<file path="src/rtl/sipo_frame_ctrl.sv">
// Frames a qualified serial bit stream into WIDTH-bit words behind a single-entry
// valid/ready output register. Optional feature macro: PARITY_CHECK_EN (even parity bit).
module sipo_frame_ctrl #(
    parameter int WIDTH     = 4,
    parameter bit MSB_FIRST = 1'b1
) (
    input  logic             clk,
    input  logic             rst,
    input  logic             start,
    input  logic             din,
    input  logic             din_valid,
    output logic             busy,
    output logic [WIDTH-1:0] dout,
    output logic             dout_valid,
    input  logic             dout_ready,
    output logic             overrun,
    output logic             parity_err
);
    localparam int CW = $clog2(WIDTH + 1);
    localparam logic [CW-1:0] LAST = CW'(WIDTH - 1);

    typedef enum logic [1:0] {IDLE, SHIFT, PARITY} state_t;

    state_t           state;
    logic [WIDTH-1:0] sreg;
    logic [WIDTH-1:0] sreg_next;
    logic [CW-1:0]    cnt;
    logic             can_load;

    always_comb begin
        sreg_next = sreg;
        if (MSB_FIRST) sreg_next = {sreg[WIDTH-2:0], din};
        else           sreg_next = {din, sreg[WIDTH-1:1]};
    end

    // The output slot is free if empty or being drained in this very cycle.
    assign can_load = !dout_valid || dout_ready;
    assign busy     = (state != IDLE);

`ifndef PARITY_CHECK_EN
    assign parity_err = 1'b0;
`endif

    always_ff @(posedge clk) begin
        if (rst) begin
            state      <= IDLE;
            sreg       <= '0;
            cnt        <= '0;
            dout       <= '0;
            dout_valid <= 1'b0;
            overrun    <= 1'b0;
`ifdef PARITY_CHECK_EN
            parity_err <= 1'b0;
`endif
        end else begin
            overrun <= 1'b0;
`ifdef PARITY_CHECK_EN
            parity_err <= 1'b0;
`endif
            if (dout_valid && dout_ready) dout_valid <= 1'b0;
            case (state)
                IDLE: begin
                    if (start) begin
                        state <= SHIFT;
                        cnt   <= '0;
                    end
                end
                SHIFT: begin
                    if (start) begin
                        cnt <= '0;
                    end else if (din_valid) begin
                        sreg <= sreg_next;
                        cnt  <= cnt + CW'(1);
                        if (cnt == LAST) begin
`ifdef PARITY_CHECK_EN
                            state <= PARITY;
`else
                            state <= IDLE;
                            if (can_load) begin
                                dout       <= sreg_next;
                                dout_valid <= 1'b1;
                            end else begin
                                overrun <= 1'b1;
                            end
`endif
                        end
                    end
                end
`ifdef PARITY_CHECK_EN
                PARITY: begin
                    if (start) begin
                        state <= SHIFT;
                        cnt   <= '0;
                    end else if (din_valid) begin
                        state <= IDLE;
                        if (can_load) begin
                            dout       <= sreg;
                            dout_valid <= 1'b1;
                            parity_err <= ^{sreg, din};
                        end else begin
                            overrun <= 1'b1;
                        end
                    end
                end
`endif
                default: state <= IDLE;
            endcase
        end
    end
endmodule

</file>
<file path="config.mk">
export PLATFORM = sky130hd
export DESIGN_NAME = sipo_frame_ctrl
export DESIGN_NICKNAME = d
export VERILOG_FILES = /design/src/rtl/sipo_frame_ctrl.sv
export SDC_FILE = /design/constraint.sdc
export NUM_CORES = 1
export LEC_CHECK = 0
export ABC_CLOCK_PERIOD_IN_PS = 1350
export CAP_MARGIN = 15
export CORE_MARGIN = 4
export CORE_UTILIZATION = 39
export DETAILED_ROUTE_END_ITERATION = 8
export GPL_ROUTABILITY_DRIVEN = 0
export PLACE_DENSITY = 0.67
export SETUP_SLACK_MARGIN = 0.4
export SKIP_LAST_GASP = 1
export SLEW_MARGIN = 20
export SYNTH_ARGS = -nofsm -noshare
export SYNTH_HDL_FRONTEND = slang
export SYNTH_SLANG_ARGS = --single-unit
</file>
<file path="constraint.sdc">
create_clock -name clk -period 1.35 [get_ports clk]
set_input_delay 0.405 -clock clk [delete_from_list [all_inputs] [get_ports clk]]
set_output_delay 0.405 -clock clk [all_outputs]
set_load 0.005 [all_outputs]
</file>
======== Yosys cells after proc, flatten, opt, wreduce, memory -nomap -nowiden ========
Index checks and enable logic that the tools add are counted.
word-level totals
  flip-flop bits (word level) ............. 14
  bits in latches ......................... 0
  bits in writable memories ............... 0
  bits in read-only memories .............. 0
  input port bits ......................... 6
  output and inout bits ................... 8
  word-level logic and storage cells ...... 45
  memories kept ........................... 0
cells by class
  add/subtract/negate cells ............... 1
  multiply operators ...................... 0
  div/mod/pow operators ................... 0
  $lt $le $gt $ge ......................... 0
  equal/unequal tests ..................... 7
  shifts and indexed selects .............. 0
  mux-type cells .......................... 16
  bitwise operators ....................... 4
  reduce and logical (&&, ||, !) cells .... 11
operator list
  cell                                                                   number
  3-bit two-way mux                                                      3
  2-bit two-way mux                                                      4
  2-bit != test, second input constant                                   4
  1-bit two-way mux                                                      7
  3-bit one-hot mux with 2 select lines                                  1
  3-bit AND reduction                                                    2
  5-bit AND reduction                                                    1
  5-bit OR reduction                                                     1
  1-bit inverter                                                         4
  2-bit one-hot mux with 2 select lines                                  1
  4-bit AND reduction                                                    1
  2-bit nonzero test                                                     2
  3-bit by 1-bit adder with 3-bit output, second input constant          1
  3-bit by 2-bit equality test with 1-bit output, second input constant  1
  3-bit != test, second input constant                                   1
  2-bit by 1-bit equality test with 1-bit output, second input constant  1
  2-bit logical NOT                                                      1
  1-bit logical AND                                                      1
  1-bit logical NOT                                                      1
  1-bit logical OR                                                       1

======== Depth between registers and ports, before layout ========
  depth in word-level cells ............... 7
  gate-level depth with buffers ........... 6
  depth with buffers taken out ............ 5

======== Worst setup path after synthesis ========
OpenSTA, ideal clock, no wires.
  kind .................................... register -> register
  start ................................... register cnt[0]
  end ..................................... register cnt[2]
  library setup time ...................... 0.103 ns
  data arrival time ....................... 1.213 ns
  data required time ...................... 1.247 ns
  path slack .............................. 0.034 ns
  stages on the path, launching flop included .. 5
  buffers on the path ..................... 0
  clock period less this slack ............ 1.316 ns
  path through ............................ dfxtp_1 -> ha_1 -> ha_1 -> and3_1 -> a2111oi_2
on the way
  word-level cells in the longest chain between the ends .. 4
RTL lines
  what                                    line  text
  start, declared                         27    logic [CW-1:0] cnt;
  start signal, assigned                  73    cnt <= cnt + CW'(1);
  3-bit by 1-bit adder with 3-bit output  73
  3-bit two-way mux                       71    end else if (din_valid) begin
  3-bit two-way mux                       69    if (start) begin
  3-bit one-hot mux with 2 select lines   61    case (state)
Every way passes these cells. The select of a mux whose other input is x is not followed.
A chain may end at the register's enable or synchronous reset.

======== Final worst setup path ========
  start ................................... register cnt[0]
  end ..................................... register dout[0]
on the way
  word-level cells in the longest chain between the ends .. 2
RTL lines
  what                                            line  text
  3-bit by 2-bit equality test with 1-bit output  74    if (cnt == LAST) begin
  5-bit AND reduction (no line)                   -
  end signal, assigned                            80    dout <= sreg_next;
  end, declared                                   13    output logic [WIDTH-1:0] dout,
Every way passes these cells.

==> key figures <==
Setup path
  • Setup Crit Path Kind: reg2reg
  • R2R Setup Slk: 120 ps
  • Reg2reg end: dout[0]
  • CP Launch Type: flop
  • Critical path endpoint category: flop
  • WP data required: around 1600 ps
  • Slowest CP cell: dfxtp_2
  • Crit path cell chain: ha_4 -> ha_4 -> nand4b_4 -> nor2b_4 -> mux2i_1
  • Crit-path leading delay family: flip-flops
  • Worst r2r src: cnt[0]
  • Crit path DAT: 1420 ps
  • Max incr delay on CP: 360 ps
  • R2r worst-path depth: 5
  • Worst Path Max Fanout: 4
  • WP buf/inv: 0
  • CP most frequent cell: ha_4

Synthesis
  • Seq/Total Area, Yosys: roughly 44%
  • Top cell type's share of synthesized area: 44.07%
  • Post-Syn Area: just under 600 sq um
  • Mapped Cells: 54
  • Syn_area_per_cell: 10.94 sq um
  • Total nets after synthesis: 62
  • Synth area leaders: dfxtp_1 (44%), mux2i_1 (14%), or2b_2 (8.9%)
  • Yosys top cell by area: dfxtp_1
  • Post-synthesis cell type count: 20
  • Syn. warnings: 0
  • Yosys reg bits: 13

STA
  • Fmax: 814.8 MHz
  • Unrepaired setup endpoints after global routing: yes
  • Final Max Tran Viols: 0
  • Fin Setup TNS: 0 ps
  • Min Tclk post-route: 1227 ps
  • Final hold vios: 0
  • Period utilization: 90.91%
  • Final Skew: 10.28 ps
  • Setup-failing EPs final: 0
  • Hold WS: 486.4 ps

Floorplanning
  • Top-level I/O count: 14
  • Starting Density: between 40% and 50%
  • Row count: 13
  • Core area: 1366 sq um
  • Die width: 46.92 microns
  • Die area: 2201 sq um
  • Chip height: ~47 microns

Drt
  • Via-to-Cell Ratio: 4.780
  • Final ANT Viol Nets: 0
  • First DRT Iteration DRCs: 3
  • Wirelength per Cell: 11.64 microns
  • Remaining DRCs: 0
  • DRT Pass-1 Iters: 3
  • Final wirelength: 1059 microns
  • Via Count: 435

Finish
  • Area Growth Syn to Fin: 39.41%
  • Proportion of layout cells with a drive suffix above 1: 56.58%
  • Commonest non-fill, non-tap cell in the layout: mux2i_1
  • Most frequent cells in the layout: mux2i_1 (8), dfxtp_2 (7), buf_4 (7)
  • Fin nets: 85
  • Diode count: 0
  • Fin util: roughly three fifths

Worst hold path
  • Min-delay src: sreg[2]
  • Hold path depth: 2
  • Hold Crit Class: reg2reg
  • Min-Delay Endpoint: sreg[2]

Pwr
  • Worst IR Drop VDD: 0.6246 mV
  • Total power: around 0.69 mW
  • LEAKAGE: approximately 0.36 nW
  • Total power per unit cell area: 844.1 nW/um^2

GRT
  • First-pass GRT wire length: 1745 microns
  • Antenna violations before repair: 0
  • Pin count of the biggest net entering global routing: 11
  • Overall Global Routing Usage: 11.66%
  • Number of global-route vias before repair: 405
  • Overflow after GRT: 0

Clock network
  • Clock latency on the worst-skew pair: between 200 and 300 ps
  • CTS tree: built
  • Total clock sinks: 13
  • H-tree depth: 1
  • CTS clk-pin slew, worst paths: about 70 ps
  • CTS buffer count: 3
  • Clock Root Buffer: clkbuf_4
  • Deepest clock path buffer count: 2

Placed design
  • IO Port Bufs: 12
  • Dpl hpwl: 775.2 microns

Status
  • Status: finished clean

Job
  • Max_cap viols: 0
==> power by group <==
part,switching [mW],internal (mW)
Clock,0.123,0.115
Sequential,0.00327,0.389
Combinational,0.0305,0.0349
Total,0.157,0.538
==> worst max path at each step <==
| stage | cells past startpoint | start | endpoint | slack [ps] |
|---|---|---|---|---|
| 5_1_grt | 5 | cnt[1] | dout[0] | 20 |
| 2_1_floorplan | 4 | cnt[0] | cnt[2] | 160 |
| 3_3_place_gp | 4 | din_valid | dout[0] | -350 |
| 6_report | 5 | cnt[0] | dout[0] | 120 |
| 4_1_cts | 5 | cnt[0] | dout[0] | 90 |
| 3_5_place_dp | 4 | din_valid | dout[0] | -370 |
==> through the flow <==
stage	worst slack [ps]	std cells	instance area [sq um]
after floorplan	159.9	54	624.3
after global placement	-347.4	84	782.0
after detailed placement	-372.0	84	782.0
after CTS	94.01	89	804.5
after global routing	16.80	91	823.3
final	122.7	91	823.3
==> worst min-delay path: cells and delay by family (launching register included) <==
family,cells,cell delay (ps)
multiplexers,1,60
AND/OR/NAND/NOR,1,70
flip-flops,1,320
==> final cells by class <==
cell class / instances / area [sq um]
timing repair buffer: 21 / 158.9
tap: 15 / 18.77
inverter: 1 / 3.754
fill: 122 / 543.0
sequential: 13 / 269.0
multi-input combinational: 37 / 346.6
clock buffer: 4 / 26.28
==> Yosys cell counts <==
master	count
mux2i_1	8
nor2b_2	1
nand2b_1	3
xor2_1	1
nor2_1	4
a21oi_1	2
nand2_1	1
buf_6	1
dfxtp_1	13
or2b_2	6
ha_1	2
nor3_1	3
and3_1	1
a2111oi_2	1
buf_4	2
inv_1	1
nand3b_1	1
nand2_2	1
nand4b_4	1
conb_1	1
==> registers in the layout (all words and copies together) (netlist names) <==
register    cells
overrun         1
dout_valid      1
cnt             3
state           1
sreg            3
dout            4
==> cell families after synthesis <==
logic type	share of synthesized area (%)
compound gates	4.237
xor+xnor	1.483
fa+ha+maj	4.237
buf+inv	5.083
flops	44.07
mux	13.56
other cells	0.6350
simple gates	26.69
==> what timing repair did <==
| item | CTS | global route |
|---|---|---|
| gates resized for setup | 34 | 8 |
| pin swaps | 4 | 3 |
| setup endpoints to repair | 20 | 20 |
| setup buffers | 1 | 2 |
| hold buffers | 0 | 0 |
==> routing by layer <==
layer | vias to the layer above | global-route usage [%] | part of all wire, % | routed length (microns)
li1 | 223 | - | - | -
met1 | 203 | 14.25 | 48 | 513
met2 | 9 | 17.34 | 46 | 490
met3 | 0 | 5.747 | 5.3 | 56
met4 | 0 | 4.972 | 0 | 0
met5 | - | 0 | 0 | 0
(Power assumes the default switching activity.)
